==> config.mk <==
export PLATFORM = sky130hd
export DESIGN_NAME = i2s_receive
export DESIGN_NICKNAME = d
export VERILOG_FILES = /design/src/rtl/i2s_pkg.sv /design/src/rtl/i2s_edge_sync.sv /design/src/rtl/i2s_receive.sv
export SDC_FILE = /design/constraint.sdc
export NUM_CORES = 1
export LEC_CHECK = 0
export CAP_MARGIN = 20
export CORE_ASPECT_RATIO = 0.7
export CORE_MARGIN = 1
export CORE_UTILIZATION = 55
export CTS_BUF_LIST = sky130_fd_sc_hd__clkbuf_8
export CTS_CLUSTER_SIZE = 16
export DETAILED_ROUTE_END_ITERATION = 8
export PLACE_DENSITY = 0.78
export SLEW_MARGIN = 20
export SYNTH_ARGS = -nofsm -noshare
export SYNTH_HDL_FRONTEND = slang
export SYNTH_HIERARCHICAL = 1
export SYNTH_SLANG_ARGS = --single-unit
==> constraint.sdc <==
create_clock -name CLK_AUDIO -period 2.8 [get_ports CLK_AUDIO]
set_input_delay 0.28 -clock CLK_AUDIO [delete_from_list [all_inputs] [get_ports CLK_AUDIO]]
set_output_delay 0.28 -clock CLK_AUDIO [all_outputs]
set_load 0.01 [all_outputs]
==> src/rtl/i2s_pkg.sv <==
// Shared constants, state type and helpers for the I2S receive path.
// LRCK polarity, default frame geometry and the receiver state encoding live here.
package i2s_pkg;

    localparam logic LEFT_CHANNEL  = 1'b1;
    localparam logic RIGHT_CHANNEL = 1'b0;

    localparam int DEFAULT_DATA_WIDTH  = 24;
    localparam int DEFAULT_SLOT_WIDTH  = 32;
    localparam int DEFAULT_SYNC_STAGES = 2;

    localparam int               BIT_CNT_WIDTH = 6;
    localparam logic [BIT_CNT_WIDTH-1:0] BIT_CNT_MAX = '1;

    typedef enum logic [1:0] {
        IDLE,
        SEEK,
        LEFT,
        RIGHT
    } rxState_t;

    // Slot bit counter stops at its maximum so a runaway slot cannot wrap back to a legal length.
    function automatic logic [BIT_CNT_WIDTH-1:0] satIncrement(input logic [BIT_CNT_WIDTH-1:0] value);
        if (value == BIT_CNT_MAX) begin
            return value;
        end
        return value + 1'b1;
    endfunction

endpackage

==> src/rtl/i2s_edge_sync.sv <==
// Brings BCK/LRCK/DIN into the CLK_AUDIO domain and reports registered BCK edges
// together with the LRCK and DIN values taken from the same synchroniser stage.
module i2s_edge_sync #(
    parameter int SYNC_STAGES = 2
) (
    input  logic CLK_AUDIO,
    input  logic nRST,
    input  logic bck_i,
    input  logic lrck_i,
    input  logic din_i,
    output logic bckRise_o,
    output logic bckFall_o,
    output logic lrck_o,
    output logic din_o
);

    logic [SYNC_STAGES-1:0] bckSync_q;
    logic [SYNC_STAGES-1:0] lrckSync_q;
    logic [SYNC_STAGES-1:0] dinSync_q;
    logic                   bckHist_q;
    logic                   bckRise_q;
    logic                   bckFall_q;
    logic                   lrck_q;
    logic                   din_q;

    // Edge outputs and data samples are registered together so they stay cycle-aligned.
    always_ff @(posedge CLK_AUDIO or negedge nRST) begin
        if (!nRST) begin
            bckSync_q  <= '0;
            lrckSync_q <= '0;
            dinSync_q  <= '0;
            bckHist_q  <= 1'b0;
            bckRise_q  <= 1'b0;
            bckFall_q  <= 1'b0;
            lrck_q     <= 1'b0;
            din_q      <= 1'b0;
        end else begin
            bckSync_q[0]  <= bck_i;
            lrckSync_q[0] <= lrck_i;
            dinSync_q[0]  <= din_i;
            for (int i = 1; i < SYNC_STAGES; i++) begin
                bckSync_q[i]  <= bckSync_q[i-1];
                lrckSync_q[i] <= lrckSync_q[i-1];
                dinSync_q[i]  <= dinSync_q[i-1];
            end
            bckHist_q <= bckSync_q[SYNC_STAGES-1];
            bckRise_q <= bckSync_q[SYNC_STAGES-1] & ~bckHist_q;
            bckFall_q <= ~bckSync_q[SYNC_STAGES-1] & bckHist_q;
            lrck_q    <= lrckSync_q[SYNC_STAGES-1];
            din_q     <= dinSync_q[SYNC_STAGES-1];
        end
    end

    assign bckRise_o = bckRise_q;
    assign bckFall_o = bckFall_q;
    assign lrck_o    = lrck_q;
    assign din_o     = din_q;

endmodule

==> src/rtl/i2s_receive.sv <==
// Slave I2S receiver: oversamples BCK/LRCK/DIN, deserialises left-justified MSB-first
// samples into stereo pairs and flags slots whose length is not SLOT_WIDTH.
module i2s_receive
    import i2s_pkg::*;
#(
    parameter int DATA_WIDTH  = DEFAULT_DATA_WIDTH,
    parameter int SLOT_WIDTH  = DEFAULT_SLOT_WIDTH,
    parameter int SYNC_STAGES = DEFAULT_SYNC_STAGES
) (
    input  logic                  CLK_AUDIO,
    input  logic                  nRST,
    input  logic                  enable,
    input  logic                  BCK_IN,
    input  logic                  LRCK_IN,
    input  logic                  DIN,
    output logic [DATA_WIDTH-1:0] left_audio_out,
    output logic [DATA_WIDTH-1:0] right_audio_out,
    output logic                  sample_valid,
    output logic                  frame_error
);

    localparam logic [BIT_CNT_WIDTH-1:0] CNT_DATA      = BIT_CNT_WIDTH'(DATA_WIDTH);
    localparam logic [BIT_CNT_WIDTH-1:0] CNT_LAST_DATA = BIT_CNT_WIDTH'(DATA_WIDTH - 1);
    localparam logic [BIT_CNT_WIDTH-1:0] CNT_SLOT      = BIT_CNT_WIDTH'(SLOT_WIDTH);

    logic bckRise;
    logic bckFall;
    logic lrckSample;
    logic dinSample;

    i2s_edge_sync #(
        .SYNC_STAGES(SYNC_STAGES)
    ) u_edge_sync (
        .CLK_AUDIO(CLK_AUDIO),
        .nRST     (nRST),
        .bck_i    (BCK_IN),
        .lrck_i   (LRCK_IN),
        .din_i    (DIN),
        .bckRise_o(bckRise),
        .bckFall_o(bckFall),
        .lrck_o   (lrckSample),
        .din_o    (dinSample)
    );

    rxState_t                 state_q,       state_d;
    logic [BIT_CNT_WIDTH-1:0] bitCnt_q,      bitCnt_d;
    logic [DATA_WIDTH-1:0]    leftShift_q,   leftShift_d;
    logic [DATA_WIDTH-1:0]    rightShift_q,  rightShift_d;
    logic [DATA_WIDTH-1:0]    leftOut_q,     leftOut_d;
    logic [DATA_WIDTH-1:0]    rightOut_q,    rightOut_d;
    logic                     sampleValid_q, sampleValid_d;
    logic                     frameError_q,  frameError_d;
    logic                     commit_q,      commit_d;
    logic                     frameBad_q,    frameBad_d;
    logic                     lrckPrev_q,    lrckPrev_d;
    logic                     havePrev_q,    havePrev_d;
    logic                     armed_q,       armed_d;

    logic                     bitEdge;
    logic                     slotStart;
    logic                     slotLenOk;
    logic                     captureBit;
    logic [DATA_WIDTH-1:0]    leftShifted;
    logic [DATA_WIDTH-1:0]    rightShifted;

    // A BCK already high when reset releases is not a real edge, so a fall must arm the next rise.
    assign bitEdge      = bckRise & armed_q;
    assign slotStart    = bitEdge & havePrev_q & (lrckSample != lrckPrev_q);
    assign slotLenOk    = (bitCnt_q == CNT_SLOT);
    assign captureBit   = (bitCnt_q < CNT_DATA);
    assign leftShifted  = {leftShift_q[DATA_WIDTH-2:0], dinSample};
    assign rightShifted = {rightShift_q[DATA_WIDTH-2:0], dinSample};

    always_comb begin
        state_d       = state_q;
        bitCnt_d      = bitCnt_q;
        leftShift_d   = leftShift_q;
        rightShift_d  = rightShift_q;
        leftOut_d     = leftOut_q;
        rightOut_d    = rightOut_q;
        sampleValid_d = 1'b0;
        frameError_d  = 1'b0;
        commit_d      = 1'b0;
        frameBad_d    = frameBad_q;
        lrckPrev_d    = lrckPrev_q;
        havePrev_d    = havePrev_q;
        armed_d       = armed_q;

        if (bckRise) begin
            armed_d = 1'b0;
        end else if (bckFall) begin
            armed_d = 1'b1;
        end

        if (bitEdge) begin
            lrckPrev_d = lrckSample;
            havePrev_d = 1'b1;
        end

        if (!enable) begin
            state_d      = IDLE;
            bitCnt_d     = '0;
            leftShift_d  = '0;
            rightShift_d = '0;
            frameBad_d   = 1'b0;
        end else begin
            if (commit_q) begin
                leftOut_d     = leftShift_q;
                rightOut_d    = rightShift_q;
                sampleValid_d = 1'b1;
            end

            case (state_q)
                IDLE: begin
                    state_d  = SEEK;
                    bitCnt_d = '0;
                end

                SEEK: begin
                    if (slotStart && (lrckSample == LEFT_CHANNEL)) begin
                        state_d     = LEFT;
                        bitCnt_d    = 1;
                        leftShift_d = leftShifted;
                        frameBad_d  = 1'b0;
                    end
                end

                LEFT: begin
                    if (slotStart) begin
                        frameError_d = ~slotLenOk;
                        frameBad_d   = ~slotLenOk;
                        state_d      = RIGHT;
                        bitCnt_d     = 1;
                        rightShift_d = rightShifted;
                    end else if (bitEdge) begin
                        if (captureBit) begin
                            leftShift_d = leftShifted;
                        end
                        bitCnt_d = satIncrement(bitCnt_q);
                    end
                end

                RIGHT: begin
                    if (slotStart) begin
                        frameError_d = ~slotLenOk;
                        frameBad_d   = 1'b0;
                        state_d      = LEFT;
                        bitCnt_d     = 1;
                        leftShift_d  = leftShifted;
                    end else if (bitEdge) begin
                        if (captureBit) begin
                            rightShift_d = rightShifted;
                        end
                        if ((bitCnt_q == CNT_LAST_DATA) && !frameBad_q) begin
                            commit_d = 1'b1;
                        end
                        bitCnt_d = satIncrement(bitCnt_q);
                    end
                end

                default: begin
                    state_d = IDLE;
                end
            endcase
        end
    end

    always_ff @(posedge CLK_AUDIO or negedge nRST) begin
        if (!nRST) begin
            state_q       <= IDLE;
            bitCnt_q      <= '0;
            leftShift_q   <= '0;
            rightShift_q  <= '0;
            leftOut_q     <= '0;
            rightOut_q    <= '0;
            sampleValid_q <= 1'b0;
            frameError_q  <= 1'b0;
            commit_q      <= 1'b0;
            frameBad_q    <= 1'b0;
            lrckPrev_q    <= 1'b0;
            havePrev_q    <= 1'b0;
            armed_q       <= 1'b0;
        end else begin
            state_q       <= state_d;
            bitCnt_q      <= bitCnt_d;
            leftShift_q   <= leftShift_d;
            rightShift_q  <= rightShift_d;
            leftOut_q     <= leftOut_d;
            rightOut_q    <= rightOut_d;
            sampleValid_q <= sampleValid_d;
            frameError_q  <= frameError_d;
            commit_q      <= commit_d;
            frameBad_q    <= frameBad_d;
            lrckPrev_q    <= lrckPrev_d;
            havePrev_q    <= havePrev_d;
            armed_q       <= armed_d;
        end
    end

    assign left_audio_out  = leftOut_q;
    assign right_audio_out = rightOut_q;
    assign sample_valid    = sampleValid_q;
    assign frame_error     = frameError_q;

endmodule
==> insert_results.sql <==
INSERT INTO impl_metrics (metric_group, metric, value, unit) VALUES
('setup_path', 'r2r-end', 'leftShift_q[11]', ''),
('route', 'route.vias.total', '2920', ''),
('worst_hold_path', 'timing.hold.worst.start', 'BCK_IN', ''),
('route', 'met2_length', '3720', 'um'),
('sta', 'setup-violations-final', '0', ''),
('yosys', 'synth_top_area_cell', 'sky130_fd_sc_hd__dfrtp_1', ''),
('yosys', 'yosys_warnings', '6', ''),
('layout', 'ratio_of_cells_with_drive_above_1_in_the_final_layout', '21.9', '%'),
('place', 'hpwlAfterDp', '5480', 'um'),
('cts', 'cts_tree', 'done', ''),
('setup_path', 'timing.critical_path.slowest_cell_delay', '0.42', 'ns'),
('cts', 'clockBufferDepth', '2', ''),
('sta', 'worst-slew-pin-transition', '0.777', 'ns'),
('cts', 'clockRootBuffer', 'sky130_fd_sc_hd__clkbuf_8', ''),
('die', 'floorplan.initialDensity', '57.1', '%'),
('grt', 'grt_max_degree', '63', ''),
('pwr', 'max_rail_drop_vdd', '447', 'uV'),
('route', 'wirelength', '8460', 'um'),
('place', 'portBuffers', '55', ''),
('cts', 'worstSkewPairLatency', '0.43', 'ns'),
('cts', 'number_of_gates_resized_after_cts', '0', ''),
('worst_hold_path', 'worst_hold_path.num_cells', '1', ''),
('sta', 'max_clock_freq', '516', 'MHz'),
('job', 'max-cap-violations', '0', ''),
('route', 'wl_met3', '436', 'um'),
('yosys', 'postSynth.topFlopCell', 'sky130_fd_sc_hd__dfrtp_1', ''),
('setup_path', 'r2r_start', 'lrckPrev_q', ''),
('yosys', 'synth.top_cells.by_area', 'sky130_fd_sc_hd__dfrtp_1 63%, sky130_fd_sc_hd__mux2_2 11%, sky130_fd_sc_hd__mux2i_1 9.9%, sky130_fd_sc_hd__nand2_1 4.2%, sky130_fd_sc_hd__clkbuf_1 0.69%', ''),
('cts', 'cts_setup_buffers', '0', ''),
('route', 'm1WireLength', '4150', 'um'),
('sta', 'unrepaired_setup_endpoints_after_global_routing', 'no', ''),
('setup_path', 'cp_data_required_time', '3.14', 'ns'),
('route', 'detailedRoute.firstIterationViolations', '205', ''),
('setup_path', 'critical_path_s_slowest_cell', 'sky130_fd_sc_hd__dfrtp_1', ''),
('grt', 'wire_length_of_the_first_global_routing_pass', '14400', 'um'),
('yosys', 'postSynthCellCount', '357', ''),
('route', 'detail_route.vias_per_cell', '5.27', ''),
('pwr', 'leakage_power', '3.11', 'nW'),
('sta', 'drv_slew', '0', ''),
('yosys', 'synth.lib_cells_used.distinct', '42', ''),
('outcome', 'outcome', 'finished clean', ''),
('worst_hold_path', 'worstHoldEndpoint', 'u_edge_sync/bckSync_q[0]', ''),
('route', 'top_layer', 'met4', ''),
('route', 'detail_route.drc_violations', '0', ''),
('setup_path', 'critical_path_buf_inv_count', '1', ''),
('yosys', 'async_flop_share', '100', '%'),
('layout', 'antennaDiodeCount', '0', ''),
('sta', 'final_critical_path_setup_slack', '0.861', 'ns'),
('setup_path', 'worstPathCellList', 'xor2_2 -> and2_1 -> a311oi_4 -> buf_4 -> mux2i_1', ''),
('sta', 'hold_viol', '0', ''),
('cts', 'h-tree-depth', '4', ''),
('setup_path', 'cp-start-kind', 'flip-flop', ''),
('setup_path', 'worstSetupPathType', 'flip-flop to flip-flop', ''),
('die', 'dieHeight', '80.7', 'um'),
('grt', 'grt_antenna_before_repair', '0', ''),
('cts', 'path_clk_slew', '0.07', 'ns'),
('place', 'pre_cts_slack', '0.850', 'ns'),
('yosys', 'synth_top_area_share', '62.8', '%'),
('setup_path', 'timing.critical_path.fanout_max', '24', ''),
('sta', 'final_clock_period_utilization_by_the_worst_path', '69.3', '%'),
('setup_path', 'critical_path.endpoint_type', 'flip-flop', ''),
('route', 'avgRoutedWirePerCell', '15.3', 'um'),
('sta', 'finalCriticalPeriod', '1.94', 'ns'),
('die', 'full_die_area', '9220', 'um^2'),
('die', 'fp.coreArea', '8510', 'um^2'),
('place', 'finalWeightedCongestion', '0.879', ''),
('sta', 'setup-tns-final', '0', 'ns'),
('die', 'placement_rows', '28', ''),
('yosys', 'synth-seq-cells', '122', ''),
('cts', 'cts_hold_buffers', '1', ''),
('grt', 'overflow', '0', '');
## layer usage
metal	up-vias	GRT usage, %
li1	1374	-
met1	1440	29.3
met2	91	30.5
met3	15	6.87
met4	0	9.22
met5	-	0
## power by group
group | switching [W] | leakage, nW | total, W | internal [W]
clock network | 0.000689 | 0.219 | 0.00170 | 0.00101
registers | 0.0000182 | 1.67 | 0.00180 | 0.00178
logic | 0.0000803 | 1.22 | 0.000116 | 0.0000360
total | 0.000788 | 3.11 | 0.00361 | 0.00282
## metrics by stage
stage / cell area (um^2) / utilization, % / std cells / hold WS (ns) / total power, W
2_1_floorplan: 4860 / - / 357 / -0.0156 / 0.00189
3_3_place_gp: 5540 / 65.0 / 521 / 0.332 / 0.00194
3_5_place_dp: 5540 / 65.0 / 521 / 0.336 / 0.00195
4_1_cts: 5980 / 70.3 / 554 / 0.283 / 0.00365
5_1_grt: 5980 / 70.3 / 554 / 0.274 / 0.00375
6_report: 5980 / 70.3 / 554 / 0.297 / 0.00361
## placed cells by master, fill, tap and decap left out, types with 4 or more instances in the layout
cell type	Yosys	layout
sky130_fd_sc_hd__nor2_1	5	5
sky130_fd_sc_hd__clkinv_2	0	4
sky130_fd_sc_hd__and2_1	4	4
sky130_fd_sc_hd__clkdlybuf4s50_1	0	53
sky130_fd_sc_hd__nand2_1	55	54
sky130_fd_sc_hd__mux2_2	49	49
sky130_fd_sc_hd__inv_1	5	6
sky130_fd_sc_hd__clkbuf_8	0	19
sky130_fd_sc_hd__bufinv_16	0	4
sky130_fd_sc_hd__dfrtp_1	122	122
sky130_fd_sc_hd__buf_4	2	5
sky130_fd_sc_hd__a31oi_1	5	5
sky130_fd_sc_hd__a21o_1	4	4
sky130_fd_sc_hd__mux2i_1	48	48
## cells by family (layout without fill, tap and decap cells)
kind of cell               count (synthesis)  after routing  synth area share, %
AOI/OAI and AO/OA                         29             29                 5.05
xor gates and xnor gates                   1              1                0.335
adders and majority gates                  2              2                0.515
buffers and inverters                     23            100                 2.32
DFF                                      122            122                 62.8
muxes                                     97             97                 21.2
and+or+nand+nor                           83             83                 7.75
## worst max-delay path by stage
stage,slack (ns),endpoint,depth (start not counted),from
CTS,0.85,leftShift_q[19],5,lrckPrev_q
finish,0.86,leftShift_q[11],5,lrckPrev_q
detailed placement,0.85,leftShift_q[10],5,lrckPrev_q
global route,0.73,leftShift_q[17],5,lrckPrev_q
floorplan,1.03,leftShift_q[0],5,lrckPrev_q
global placement,0.98,leftShift_q[16],5,lrckPrev_q
## area by class of cell
class                      count  area (um^2)
clock inverter                13          175
multi-input combinational    212         1700
timing repair buffer          62          623
tap                          120          150
clock buffer                  19          262
fill                         608         2530
inverter                       6         22.5
sequential                   122         3050
## synth_stat cells (3+ instances only)
| master | number |
|---|---|
| sky130_fd_sc_hd__dfrtp_1 | 122 |
| sky130_fd_sc_hd__nand2_1 | 55 |
| sky130_fd_sc_hd__mux2_2 | 49 |
| sky130_fd_sc_hd__mux2i_1 | 48 |
| sky130_fd_sc_hd__clkbuf_1 | 9 |
| sky130_fd_sc_hd__a31oi_1 | 5 |
| sky130_fd_sc_hd__inv_1 | 5 |
| sky130_fd_sc_hd__nor2_1 | 5 |
| sky130_fd_sc_hd__a21o_1 | 4 |
| sky130_fd_sc_hd__and2_1 | 4 |
| sky130_fd_sc_hd__and3_1 | 3 |
| sky130_fd_sc_hd__buf_2 | 3 |
| sky130_fd_sc_hd__nand2b_1 | 3 |
| sky130_fd_sc_hd__nand3_1 | 3 |
| sky130_fd_sc_hd__o21ai_1 | 3 |
## state kept, by name, indices dropped and copies added, names as in the netlist, 2 cells and up
signal	cells
u_edge_sync/dinSync_q	2
rightShift_q	24
right_audio_out	24
state_q	2
u_edge_sync/bckSync_q	2
u_edge_sync/lrckSync_q	2
left_audio_out	24
bitCnt_q	6
leftShift_q	24
Note: power is estimated with default switching activity, not from simulation.
